File: config.mk
export PLATFORM = sky130hd
export DESIGN_NAME = scan_mux_reg
export DESIGN_NICKNAME = d
export VERILOG_FILES = /design/src/rtl/scan_mux_reg.sv
export SDC_FILE = /design/constraint.sdc
export NUM_CORES = 1
export LEC_CHECK = 0
export CAP_MARGIN = 10
export CORE_MARGIN = 10
export CORE_UTILIZATION = 33
export DETAILED_ROUTE_END_ITERATION = 10
export PLACE_DENSITY = 0.8
export SYNTH_ARGS = -nofsm -noshare
export SYNTH_HDL_FRONTEND = slang
export SYNTH_SLANG_ARGS = --single-unit
File: constraint.sdc
create_clock -name clk -period 2.4 [get_ports clk]
set_clock_uncertainty 0.1 [all_clocks]
set_input_delay 0.48 -clock clk [delete_from_list [all_inputs] [get_ports clk]]
set_output_delay 0.48 -clock clk [all_outputs]
set_load 0.03 [all_outputs]
File: src/rtl/scan_mux_reg.sv
// scan_mux_reg: registered N:1 channel selector with a latched select,
// a registered output with valid flag, and an auto-scan (round-robin) mode.
// Optional feature macro: CH_MASK_EN adds a per-channel exclusion mask
// (ch_mask) that scan mode skips over and manual mode refuses to sample.
module scan_mux_reg #(
    parameter int WIDTH = 8,
    parameter int N = 8,
    localparam int SEL_W = $clog2(N)
) (
    input  logic               clk,
    input  logic               rst,
    input  logic [N*WIDTH-1:0] data_in,
    input  logic [SEL_W-1:0]   sel_in,
    input  logic               load,
    input  logic               mode,
    input  logic               en,
`ifdef CH_MASK_EN
    input  logic [N-1:0]       ch_mask,
`endif
    output logic [WIDTH-1:0]   dout,
    output logic               dout_valid,
    output logic [SEL_W-1:0]   cur_sel,
    output logic               wrap
);

    typedef enum logic [1:0] {
        IDLE   = 2'd0,
        MANUAL = 2'd1,
        SCAN   = 2'd2
    } state_t;

    localparam logic [SEL_W:0]   N_EXT = (SEL_W + 1)'(N);
    localparam logic [SEL_W-1:0] LAST  = SEL_W'(N - 1);

    state_t           state;
    state_t           next_state;
    logic [WIDTH-1:0] chan [N];
    logic [SEL_W-1:0] eff_raw;
    logic [SEL_W-1:0] eff_sel;
    logic [SEL_W-1:0] samp_sel;
    logic [SEL_W-1:0] sel_nxt;
    logic             take;
    logic             wrap_nxt;

    // Unpack the flat channel bus so the sample can be a plain array index
    for (genvar k = 0; k < N; k++) begin : g_chan
        assign chan[k] = data_in[k*WIDTH +: WIDTH];
    end

    // Effective select: a same-cycle load overrides the latched select;
    // out-of-range indices (only possible for non-power-of-2 N) fold to 0
    always_comb begin
        eff_raw = load ? sel_in : cur_sel;
        eff_sel = ({1'b0, eff_raw} >= N_EXT) ? '0 : eff_raw;
    end

    // Next state follows en/mode directly from every state, so a mode change
    // is acted on in the same cycle it is sampled
    always_comb begin
        next_state = IDLE;
        case (state)
            IDLE, MANUAL, SCAN: begin
                if (en) next_state = mode ? SCAN : MANUAL;
                else    next_state = IDLE;
            end
            default: next_state = IDLE;
        endcase
    end

`ifdef CH_MASK_EN
    logic [SEL_W-1:0] scan_idx;
    logic [SEL_W-1:0] after_idx;
    logic             scan_found;
    logic             scan_pass;
    logic             after_found;
    logic             after_pass;

    // Cyclic search: first unmasked channel at/after eff_sel, then the first
    // unmasked channel strictly after that one; record any N-1 -> 0 crossing
    always_comb begin
        int j;
        j           = 0;
        scan_idx    = eff_sel;
        scan_found  = 1'b0;
        scan_pass   = 1'b0;
        after_idx   = eff_sel;
        after_found = 1'b0;
        after_pass  = 1'b0;
        for (int i = 0; i < N; i++) begin
            j = int'(eff_sel) + i;
            if (!scan_found && !ch_mask[j % N]) begin
                scan_found = 1'b1;
                scan_idx   = SEL_W'(j % N);
                scan_pass  = (j >= N);
            end
        end
        for (int i = 1; i <= N; i++) begin
            j = int'(scan_idx) + i;
            if (!after_found && !ch_mask[j % N]) begin
                after_found = 1'b1;
                after_idx   = SEL_W'(j % N);
                after_pass  = (j >= N);
            end
        end
    end
`endif

    // Decide whether this cycle samples, which channel, and the follow-on select
    always_comb begin
        take     = 1'b0;
        samp_sel = eff_sel;
        sel_nxt  = eff_sel;
        wrap_nxt = 1'b0;
        case (next_state)
            MANUAL: begin
`ifdef CH_MASK_EN
                take = !ch_mask[eff_sel];
                if (&ch_mask) sel_nxt = cur_sel;
`else
                take = 1'b1;
`endif
            end
            SCAN: begin
`ifdef CH_MASK_EN
                if (scan_found) begin
                    take     = 1'b1;
                    samp_sel = scan_idx;
                    sel_nxt  = after_idx;
                    wrap_nxt = scan_pass | after_pass;
                end else begin
                    sel_nxt  = cur_sel;
                end
`else
                take     = 1'b1;
                wrap_nxt = (eff_sel == LAST);
                sel_nxt  = (eff_sel == LAST) ? '0 : eff_sel + SEL_W'(1);
`endif
            end
            default: ;
        endcase
    end

    // Registered outputs and state; reset abandons any scan position
    always_ff @(posedge clk) begin
        if (rst) begin
            state      <= IDLE;
            dout       <= '0;
            dout_valid <= 1'b0;
            cur_sel    <= '0;
            wrap       <= 1'b0;
        end else begin
            state      <= next_state;
            if (take) dout <= chan[samp_sel];
            dout_valid <= take;
            cur_sel    <= sel_nxt;
            wrap       <= wrap_nxt;
        end
    end

endmodule
## Word level (Yosys, flattened, before mapping)

Index checks and enable logic that the tools add are counted.

- Word-level logic and storage cells: 28
- Register bits after elaboration: 15
- Bits of input ports: 72

- Magnitude comparators: 1
- Add/subtract/negate cells: 1
- Bitwise gates (word level): 2
- Eq/ne operators: 5
- Reduce and logical (&&, ||, !) cells: 4
- Muxes and demuxes: 10

Operator list:

| operator | count |
|---|---|
| $bmux 8 s3 | 1 |
| $mux 8 | 2 |
| $mux 3 | 3 |
| $mux 2 | 3 |
| $eq 2x1->1 const B | 2 |
| $eq 2x2->1 const B | 2 |
| $ge 4x4->1 const B | 1 |
| $not 3->4 | 1 |
| $reduce_or 2->1 | 2 |
| $add 3x1->3 const B | 1 |
| $eq 3x3->1 const B | 1 |
| $reduce_or 3->1 | 1 |
| $logic_not 2->1 | 1 |
| $mux 1 | 1 |
| $not 1->1 | 1 |

## Logic depth before layout (Yosys ltp)

Gate-level depths: netlist of run 1.

- Word-level depth: 6
- Gate-level depth with buffers: 9
- Mapped depth without buffers: 6

## Least setup slack after synthesis of run 1

OpenSTA, ideal clock, no wires.

- Kind: input to register
- Start: input load
- End: register cur_sel[2]
- Setup slack: 0.261 ns
- Data required time: 2.173 ns
- Stages on the path: 9
- Arrival time: 1.912 ns
- Setup time: 0.127 ns
- Buffers on the path: 3
- Cell sequence: buf_6 mux2i_4 inv_6 buf_8 buf_6 ha_1 ha_1 nor2b_1 nor3_1

- Word-level cells in the longest chain between the ends: 4

Ends and longest elaborated chain:

| element | RTL line | source |
|---|---|---|
| from (decl) | 14 | `input logic load,` |
| $mux 3 * | 53 | `eff_raw = load ? sel_in : cur_sel;` |
| $add 3x1->3 / $eq 3x3->1 (equally long branches) | 136 | `sel_nxt = (eff_sel == LAST) ? '0 : eff_sel + SEL_W'(1);` |
| $mux 3 | 136 |  |
| $mux 3 * | 114 | `case (next_state)` |
| to (signal assigned) | 155 | `cur_sel <= sel_nxt;` |
| to (decl) | 22 | `output logic [SEL_W-1:0] cur_sel,` |

Every way passes the cells marked *; elsewhere a longest branch is shown, timed or not.
A chain may end at the register's enable or synchronous reset.

## Worst setup path in the final report of run 1

- Start: input load
- End: register dout[1]

- Word-level cells in the longest chain between the ends: 5

Ends and longest elaborated chain:

| element | RTL line | source |
|---|---|---|
| $mux 3 | 53 |  |
| $not 3->4 (implied by the code) | 153 | `if (take) dout <= chan[samp_sel];` |
| $bmux 8 s3 | 153 |  |
| $mux 8 (implied by the code) (2 in series) | 153 |  |
| to (signal assigned) | 153 |  |
| to (decl) | 20 | `output logic [WIDTH-1:0] dout,` |

Every way passes these cells. The select of a mux whose other input is x is not followed.

==> impl_summary.txt, run 1 <==
----------------------------------------------------
[Drt]
  Drt wl/cell ... 19.2 um
  Per-cell via count in the routed design ... 5.22
  Post-detailed-route DRC marker count ... 0
  Antenna violation net count after detailed routing ... 0
  Total detailed-routing wirelength ... 4870 um
  DR vias ... 1,320
  Starting DRC count in detailed routing ... 92
  Number of iterations in the first detailed-routing pass ... 5

[Logic synthesis]
  Commonest cells in the netlist ... mux2i_1, nand2_1, dfxtp_1
  Cell with the most instances after synthesis ... mux2i_1
  Share of the yosys chip area belonging to registers ... 0.275
  Post-synthesis cell type with the largest combined area ... dfxtp_1
  Number of enable flip-flop cells after synthesis ... 0
  Number of nets in the synthesized netlist ... 193
  Warnings, synthesis ... 0
  Post-synthesis async set-or-reset flop share ... 0
  Prevailing post-synth register cell ... dfxtp_1
  Post-synthesis average cell area ... about 9.2 um2
  Flops & latches, synth ... 15
  Top cells by area, synth ... dfxtp_1, mux2i_1, a222oi_1
  Number of library cell types mapped by synthesis ... 27
  Post-synthesis instance total ... 118
  Portion of synthesized cell area occupied by the leading cell type ... 0.275
  Post-synthesis cell area ... 1090 um2

[Cells and area]
  Share of layout cells above drive strength 1 ... 0.0718
  Post-route standard cell area excluding fillers ... 2020 um2
  Final cell count without fillers ... 253
  Number of filler instances in the final layout ... 274
  Multi-input combinational cell area ... about 710 um2
  Number of nets in the layout ... 285
  Sequential cell area ... 300 um2
  Area delta synth->final ... 84.9%
  Diodes inserted ... 0
  Final Util ... 0.650

[STA]
  Post-layout minimum cycle time ... 2.25 ns
  Setup Viol. Count Final ... 0
  Maximum clock rate ... 0.444 GHz
  Final clock period utilization by the worst path ... 0.938
  RSZ-0062 raised after global routing ... false
  Actual slew at the worst max-slew pin ... 0.568 ns
  Count of final max-slew check failures ... 0
  Worst slew margin relative to its limit ... 0.621
  Final hold violation count ... 0

[Min path]
  Worst Min Path Start ... dout[3]
  Hold Path Depth ... 1
  Path category of the worst min-delay check ... flop to flop
  Hold path endpoint ... dout[3]

[Floorplanning]
  Core footprint ... 3100 um2
  Die ar. ... around 6000 um2
  Horiz. Die Dim ... 77.5 um
  Initial cell density of the core ... 0.352
  Core Rows ... 20
  Chip Height ... 77.5 um
  I/O pin total ... 85

[Worst setup path]
  Reg2reg start ... state[0]
  Cell chain of the critical path ... clkdlybuf4s50_1 > mux2i_4 > inv_6 > mux2i_1 > a222oi_1 > a32o_1
  CP Max Fanout ... 31
  Setup slack of the worst register-to-register path ... around 0.61 ns
  Required time at the worst-slack endpoint ... 2.52 ns
  Top delay family on crit path ... buffers and inverters
  Start-to-end type of the worst setup path ... primary input to flop
  Setup crit end kind ... flop
  Crit Reg-Reg Endpoint ... dout[1]
  Max incr delay on CP ... roughly 0.54 ns
  Buffering stage count on the worst path with inverters included ... 2
  Critical path startpoint category ... primary input
  Number of cells traversed by the worst register-to-register path ... 5
  Worst-path cell with the longest stage delay ... clkdlybuf4s50_1
  Crit path DAT ... about 2.4 ns

[Clock network]
  Number of clock sinks ... 15
  Maximum count of clock buffers along a single path ... 2
  CTS tree ... done
  H-Tree Level Count ... 1
  Inserted Clock Buffers ... 3
  Total of cells resized after clock tree synthesis ... 0
  Post-cts hold buffer count ... 0
  Number of setup buffers added after CTS ... 0
  Source-to-sink clock delay at the later pin of the worst-skew pair ... 0.27 ns
  Worst-path clk slew ... 0.09 ns
  CTS root buffer ... clkbuf_4

[Placement]
  GP Congestion ... 0.827
  Placed Instance Area ... 1990 um2
  Number of placed cells counting well taps ... about 250
  Placed wire-length estimate ... 4150 um
  Buffers added on ports ... 84

[GRT]
  Pin count of the biggest net entering global routing ... 32
  Global-route wire length before repair ... 7480 um
  Via count of the first global-routing pass ... 1,340
  Remaining Overflow, GRT ... 0
  Initial antenna violation count ... 0
  Overall Global Routing Usage ... 0.152

[Power and ir drop]
  Power Density ... around 410 nW/um2
  Leakage ... 0.797 nW
  VDD IR-drop max ... 0.000314 V
  Total chip power ... 0.835 mW

[Status]
  Status ... finished, final reports clean

[Flow run]
  Max-capacitance violation count ... 0

----------------------------------------------------
-- cells in the final DEF (no fill, tap or decap) --
cell	count
nor3_1	1
ha_1	3
clkbuf_4	3
mux2i_4	1
nand2b_1	3
a21oi_1	2
o22ai_1	2
and3b_1	1
a21boi_0	1
nand2_1	19
dfxtp_1	15
a222oi_1	8
nor2_1	5
o21ai_0	1
nor2b_1	3
inv_1	2
a32o_1	8
clkdlybuf4s50_1	84
o32ai_1	2
buf_4	9
nand3_1	8
mux2i_1	24
inv_6	1
xnor2_1	1
and2_1	1
clkinv_2	1
-- layer usage --
layer | up-vias | share of wire | global-route usage
li1 | 636 | - | -
met1 | 611 | 0.49 | 0.198
met2 | 71 | 0.44 | 0.248
met3 | 2 | 0.069 | 0.0415
met4 | 0 | 0.0018 | 0.0182
met5 | - | 0 | 0
-- logic make-up (layout without fill, tap and decap cells) --
family,Yosys count,count (layout),synth area share
AO/OA/AOI/OAI,24,24,0.195
flip-flops,15,15,0.275
adder cells (fa/ha/maj),3,3,0.0344
multiplexers,25,25,0.241
buffers and inverters,9,100,0.0745
XOR/XNOR,1,1,0.00803
AND/OR/NAND/NOR,41,41,0.172
-- per-stage QoR --
| step | hold WS [ns] | worst slack, ns | setup TNS [ns] |
|---|---|---|---|
| 2_1_floorplan | 0.429 | 0.261 | 0 |
| 3_3_place_gp | 0.349 | -0.0407 | -0.110 |
| 3_5_place_dp | 0.359 | -0.143 | -0.375 |
| 4_1_cts | 0.380 | 0.150 | 0 |
| 5_1_grt | 0.408 | 0.0664 | 0 |
| 6_report | 0.377 | 0.149 | 0 |
-- area by class of cell --
type / instances / area share
Clock buffer: 3 / 0.0112
Clock inverter: 1 / 0.00248
Inverter: 3 / 0.00806
Multi-Input combinational cell: 94 / 0.352
Sequential cell: 15 / 0.149
Tap cell: 44 / 0.0273
Timing Repair Buffer: 93 / 0.450
-- registers in the layout, summed over array words and instances (netlist names) --
signal      flops
dout            8
cur_sel         3
state           2
dout_valid      1
wrap            1
-- worst max-delay path by stage --
stage | start | endpoint | slack [ns] | cells after the start
after floorplan | load | cur_sel[2] | 0.26 | 9
after global placement | load | dout[7] | -0.04 | 6
after detailed placement | load | dout[1] | -0.14 | 6
after CTS | load | dout[1] | 0.15 | 6
after global routing | en | dout[1] | 0.07 | 6
final | load | dout[1] | 0.15 | 6
-- where the power goes --
group	total [mW]	switching [mW]	internal, mW
combinational	0.407	0.178	0.229
sequential	0.287	0.0151	0.272
clock	0.141	0.0791	0.0617
total	0.835	0.272	0.563
Power figures use the tool's default switching activity.
==> run 2, diff against run 1 <==
--- a/config.mk
+++ b/config.mk
@@ -6,6 +6,7 @@
 export NUM_CORES = 1
 export LEC_CHECK = 0
 export CAP_MARGIN = 10
+export CORE_ASPECT_RATIO = 1.4
 export CORE_MARGIN = 10
 export CORE_UTILIZATION = 33
 export DETAILED_ROUTE_END_ITERATION = 10
==> impl_summary.txt, run 2 (synthesized netlist as in run 1, its figures left out) <==
----------------------------------------------------
[Status]
  Status ... finished, final reports clean

[Clock network]
  CTS root buffer ... clkbuf_8
  Number of clock sinks ... 15 (unchanged)
  Post-cts hold buffer count ... 0 (unchanged)
  Source-to-sink clock delay at the later pin of the worst-skew pair ... 0.25 ns (-0.02 ns)
  Inserted Clock Buffers ... 3 (unchanged)
  H-Tree Level Count ... 1 (unchanged)
  CTS tree ... done
  Maximum count of clock buffers along a single path ... 2 (unchanged)
  Worst-path clk slew ... 0.06 ns (-0.03 ns)

[Power and ir drop]
  Power Density ... 445 nW/um2 (+7.4%)
  VDD IR-drop max ... 0.000336 V (+6.9%)
  Leakage ... 0.801 nW (+0.49%)

[STA]
  Setup Viol. Count Final ... 0 (unchanged)
  Worst hold-check slack ... 0.382 ns (+0.00444 ns)
  Setup Total Neg Slack ... 0 ns (unchanged)
  Maximum clock rate ... 0.452 GHz (+1.7%)
  Actual slew at the worst max-slew pin ... 0.364 ns (-0.204 ns)
  Final clock period utilization by the worst path ... 0.922 (-0.0159)
  RSZ-0062 raised after global routing ... false
  Post-layout minimum cycle time ... 2.21 ns (-0.0380 ns)
  Final hold violation count ... 0 (unchanged)
  Count of final max-slew check failures ... 0 (unchanged)
  Worst slew margin relative to its limit ... 0.758 (+0.137)

[Cells and area]
  Area delta synth->final ... 85.6%
  Diodes inserted ... 0 (unchanged)
  Number of nets in the layout ... 284 (-0.35%)
  Number of flip-flops under the largest register name ... 8 (unchanged)
  Post-route standard cell area excluding fillers ... 2020 um2 (+0.37%)
  Top library cells by usage in the layout, fill and taps aside ... clkdlybuf4s50_1, mux2i_1, nand2_1
  Share of layout cells above drive strength 1 ... 0.0721 (+0.000345)
  Largest Register ... dout
  Top Registers ... dout: 8 flops, cur_sel: 3 flops, state: 2 flops
  Most common cell after layout, fill and taps aside ... clkdlybuf4s50_1

[Worst setup path]
  Setup slack of the worst register-to-register path ... 0.68 ns (+0.07 ns)
  CP Max Fanout ... 28 (-9.7%)
  Number of cells traversed by the worst register-to-register path ... 5 (unchanged)
  Destination of the critical timing path ... dout[3]
  Reg2reg start ... cur_sel[0]
  Start-to-end type of the worst setup path ... primary input to flop
  Setup crit end kind ... flop
  Critical path startpoint category ... primary input
  Required time at the worst-slack endpoint ... 2.49 ns (-0.03 ns)
  Crit Reg-Reg Endpoint ... dout[3]
  Worst setup path startpoint ... load
  Crit path DAT ... 2.30 ns (-0.07 ns)

[Floorplanning]
  Horiz. Die Dim ... 68.6 um (-11%)
  I/O pin total ... 85 (unchanged)
  Chip Height ... 88.0 um (+14%)
  Core footprint ... 3150 um2 (+1.6%)
  Initial cell density of the core ... 0.346 (-0.00558)
  Core Rows ... 24 (+20%)
  Die ar. ... 6040 um2 (+0.54%)

[Placement]
  Buffers added on ports ... 84 (unchanged)
  Placed wire-length estimate ... 4000 um (-3.6%)
  Placed Instance Area ... 1980 um2 (-0.69%)
  GP Congestion ... 0.808 (-2.3%)

[Drt]
  Met1 routed wirelength after detailed routing ... 1630 um (-31%)
  Metal2 WL ... 2570 um (+20%)
  Total detailed-routing wirelength ... 4690 um (-3.7%)
  Starting DRC count in detailed routing ... 64 (-30%)
  Post-detailed-route DRC marker count ... 0 (unchanged)
  Highest Signal Layer ... met4
  Number of iterations in the first detailed-routing pass ... 4 (-1)
  Antenna violation net count after detailed routing ... 0 (unchanged)
  Per-cell via count in the routed design ... 5.20 (-0.29%)
  Met3 layer wire length in the routed design ... 461 um (+37%)
  DR vias ... 1,285 (-2.7%)
  Drt wl/cell ... 19.0 um (-1.3%)

[GRT]
  Global-route wire length before repair ... 7400 um (-1.1%)
  Via count of the first global-routing pass ... 1,497 (+12%)
  Overall Global Routing Usage ... 0.156 (+0.00490)
  Remaining Overflow, GRT ... 0 (unchanged)
  Pin count of the biggest net entering global routing ... 29 (-9.4%)
  Initial antenna violation count ... 0 (unchanged)

[Flow run]
  Max-capacitance violation count ... 0 (unchanged)

[Min path]
  Path category of the worst min-delay check ... flop to flop

----------------------------------------------------
-- run 2: cell count changes in the layout (fill, tap and decap cells not counted) --
cell	change
buf_4	-1
clkbuf_4	-3
clkbuf_8	+3
nor2b_1	-1
nor2b_2	+1
-- run 2: metal layers --
| metal | vias to the layer above | global-route usage |
|---|---|---|
| met1 | 594 | 0.147 |
| met3 | 4 | 0.0639 |
| met5 | - | 0 |
| met2 | 51 | 0.301 |
| li1 | 636 | - |
| met4 | 0 | 0.0294 |
-- run 2: worst min-delay path by stage --
| stage | end | cells past startpoint | start |
|---|---|---|---|
| finish | dout[0] | 1 | dout[0] |
| global route | dout[5] | 1 | dout[5] |
| CTS | dout[4] | 1 | dout[4] |
| detailed placement | dout[0] | 1 | dout[0] |
| global placement | dout[4] | 1 | dout[4] |
| floorplan | state[0] | 3 | state[1] |
-- run 2: repair_timing --
item / 4_1_cts / 5_1_grt
resized for setup: 0 / 1
endpoints found under the hold margin: 0 / 0
endpoints found under the setup margin: 0 / 1
buffers inserted: 0 / 0
-- run 2: final cells by class --
class | count | area, um2
Timing Repair Buffer | 92 | 901
Multi-Input combinational cell | 94 | 712
Fill cell | 277 | 1130
Clock inverter | 1 | 5.00
Sequential cell | 15 | 300
Inverter | 3 | 16.3
Tap cell | 39 | 48.8
Clock buffer | 3 | 41.3
-- run 2: metrics by stage --
stage	worst slack (ns)	util	power, mW	instances
2_1_floorplan	0.261	-	0.499	118
3_3_place_gp	-0.0252	0.627	0.687	243
3_5_place_dp	-0.0930	0.627	0.699	243
4_1_cts	0.147	0.641	0.903	247
5_1_grt	0.0765	0.642	0.946	247
6_report	0.187	0.642	0.900	247
-- run 2: critical path, stage by stage --
cell and delay [ns]:
clkdlybuf4s50_1 0.54, mux2i_4 0.31, inv_6 0.16, mux2i_1 0.16, a222oi_1 0.42, a32o_1 0.22
-- run 2: power by group --
group	internal (mW)	switching [mW]	leakage, nW	total [mW]
Sequential	0.273	0.0160	0.124	0.289
Clock	0.115	0.0928	0.0255	0.208
Combinational	0.228	0.176	0.652	0.404
Total	0.616	0.285	0.801	0.900
==> run 3, diff against run 2 <==
==> constraint.sdc (replaced) <==
create_clock -name clk -period 2.4 [get_ports clk]
set_clock_uncertainty 0.1 [all_clocks]
set_input_delay 0.48 -clock clk [delete_from_list [all_inputs] [get_ports clk]]
set_output_delay 0.48 -clock clk [all_outputs]
set_load 0.1 [all_outputs]
==> impl_summary.txt, run 3 (synthesized netlist as in run 1, its figures left out) <==
----------------------------------------------------
[Cells and area]
  Top library cells by usage in the layout, fill and taps aside ... clkdlybuf4s50_1, mux2i_1, buf_4
  Final Util ... 0.631 (-0.0111)
  Number of filler instances in the final layout ... 290 (+4.7%)
  Diodes inserted ... 0 (unchanged)
  Final cell count without fillers ... 247 (unchanged)
  Number of flip-flops under the largest register name ... 8 (unchanged)
  Number of nets in the layout ... 284 (unchanged)
  Share of layout cells above drive strength 1 ... 0.130 (+0.0577)
  Top Registers ... dout: 8 flops, cur_sel: 3 flops, state: 2 flops
  Largest Register ... dout
  Post-route standard cell area excluding fillers ... 1990 um2 (-1.7%)
  Area delta synth->final ... 82.3%
  Most common cell after layout, fill and taps aside ... clkdlybuf4s50_1

[Power and ir drop]
  Power share of the clock group ... 0.204 (-0.027)
  Power Density ... 506 nW/um2 (+14%)
  Share of power burned in combinational logic ... 0.508 (+0.059)
  Total chip power ... 1.01 mW (+12%)
  Leakage ... 0.819 nW (+2.3%)
  VDD IR-drop max ... 0.000393 V (+17%)
  Portion of total power attributed to sequential cells ... 0.287 (-0.034)
  Net Sw Frac ... 0.394 (+0.0771)
  Internal power contribution ... 0.610 mW (-0.86%)
  Net Sw Power ... 0.396 mW (+39%)

[GRT]
  Initial antenna violation count ... 0 (unchanged)
  Global-route wire length before repair ... 7180 um (-2.9%)
  Via count of the first global-routing pass ... 1,429 (-4.5%)
  Remaining Overflow, GRT ... 0 (unchanged)
  Overall Global Routing Usage ... 0.152 (-0.00399)
  Pin count of the biggest net entering global routing ... 29 (unchanged)

[Clock network]
  Total of cells resized after clock tree synthesis ... 0 (unchanged)
  Source-to-sink clock delay at the later pin of the worst-skew pair ... 0.25 ns (about the same)
  Number of setup buffers added after CTS ... 0 (unchanged)
  Maximum count of clock buffers along a single path ... 2 (unchanged)
  CTS root buffer ... clkbuf_8
  H-Tree Level Count ... 1 (unchanged)
  Worst-path clk slew ... 0.06 ns (about the same)
  Inserted Clock Buffers ... 3 (unchanged)
  Post-cts hold buffer count ... 0 (unchanged)
  CTS tree ... done
  Number of clock sinks ... 15 (unchanged)

[Worst setup path]
  Reg2reg start ... state[0]
  Crit path DAT ... 2.35 ns (+0.05 ns)
  Number of cells traversed by the worst register-to-register path ... 5 (unchanged)
  Critical path startpoint category ... primary input
  CP Max Fanout ... 28 (unchanged)
  Start-to-end type of the worst setup path ... primary input to flop
  Required time at the worst-slack endpoint ... 2.49 ns (about the same)
  Setup slack of the worst register-to-register path ... 0.60 ns (-0.08 ns)
  Setup crit end kind ... flop
  Crit Reg-Reg Endpoint ... dout[3]
  Worst setup path startpoint ... load
  Destination of the critical timing path ... dout[3]

[Floorplanning]
  Core Rows ... 24 (unchanged)
  Die ar. ... 6040 um2 (unchanged)
  I/O pin total ... 85 (unchanged)
  Core footprint ... 3150 um2 (unchanged)
  Initial cell density of the core ... 0.346 (unchanged)
  Horiz. Die Dim ... 68.6 um (unchanged)
  Chip Height ... 88.0 um (unchanged)

[Min path]
  Path category of the worst min-delay check ... flop to flop

[Flow run]
  Max-capacitance violation count ... 0 (unchanged)

[STA]
  Worst setup slack after layout ... 0.140 ns (-0.0472 ns)
  Setup Viol. Count Final ... 0 (unchanged)
  Worst slew margin relative to its limit ... 0.592 (-0.166)
  Final hold violation count ... 0 (unchanged)
  Worst hold-check slack ... 0.376 ns (-0.00545 ns)
  Post-layout minimum cycle time ... 2.26 ns (+0.0472 ns)
  Count of final max-slew check failures ... 0 (unchanged)
  Setup Total Neg Slack ... 0 ns (unchanged)
  Maximum clock rate ... 0.442 GHz (-2.1%)
  RSZ-0062 raised after global routing ... false
  Actual slew at the worst max-slew pin ... 0.611 ns (+0.247 ns)
  Final clock period utilization by the worst path ... 0.942 (+0.0197)

[Drt]
  Post-detailed-route DRC marker count ... 0 (unchanged)
  Antenna violation net count after detailed routing ... 0 (unchanged)
  Starting DRC count in detailed routing ... 80 (+25%)
  Total detailed-routing wirelength ... 4630 um (-1.3%)
  Drt wl/cell ... 18.7 um (-1.3%)
  DR vias ... 1,299 (+1.1%)
  Number of iterations in the first detailed-routing pass ... 6 (+2)
  Per-cell via count in the routed design ... 5.26 (+1.1%)

[Placement]
  Buffers added on ports ... 84 (unchanged)
  Pre-CTS setup slack ... -0.0575 ns (+0.0355 ns)
  GP Congestion ... 0.743 (-8.1%)
  Placed Instance Area ... 1940 um2 (-1.6%)
  Number of placed cells counting well taps ... 243 (unchanged)
  Placed wire-length estimate ... 3920 um (-2.1%)

[Status]
  Status ... finished, final reports clean

----------------------------------------------------
==> run 3: changes by cell type in the layout (fill, tap and decap cells not counted), sizes merged <==
cell           previous run  this run
clkinv                    1         0
clkdlybuf4s50            84        71
clkbuf                    3         4
buf                       8        21
==> run 3: worst min-delay path by stage <==
| stage | from | slack [ns] | to | cells after the start |
|---|---|---|---|---|
| finish | dout[0] | 0.38 | dout[0] | 1 |
| global route | dout[0] | 0.41 | dout[0] | 1 |
| CTS | dout[0] | 0.38 | dout[0] | 1 |
| detailed placement | dout[0] | 0.36 | dout[0] | 1 |
| global placement | dout[1] | 0.35 | dout[1] | 1 |
| floorplan | state[1] | 0.43 | state[0] | 3 |
==> run 3: per-layer routing <==
metal | share of wire | global-route usage
met4 | 0.0078 | 0.0440
met2 | 0.54 | 0.279
met5 | 0 | 0
met1 | 0.35 | 0.152
met3 | 0.098 | 0.0575
==> run 3: power groups by stage <==
stage	sequential [mW]	clock [mW]	combinational (mW)
after floorplan	0.449	0	0.166
after global placement	0.293	0	0.501
after detailed placement	0.294	0	0.513
after CTS	0.289	0.210	0.515
after global routing	0.291	0.223	0.541
final	0.289	0.206	0.512
==> run 3: worst max-delay path, cell delays in order <==
cell	delay [ns]
clkdlybuf4s50_1	0.54
mux2i_4	0.30
inv_6	0.15
mux2i_1	0.15
a222oi_1	0.46
a32o_1	0.24
==> run 3: final cells by class <==
cell class	instances	area, um2	share of cell area
clock buffers	4	45.0	0.0226
well taps	39	48.8	0.0245
flip-flops and latches	15	302	0.152
repair buffers	92	868	0.436
inverters	3	16.3	0.00818
multi-input cells	94	709	0.357
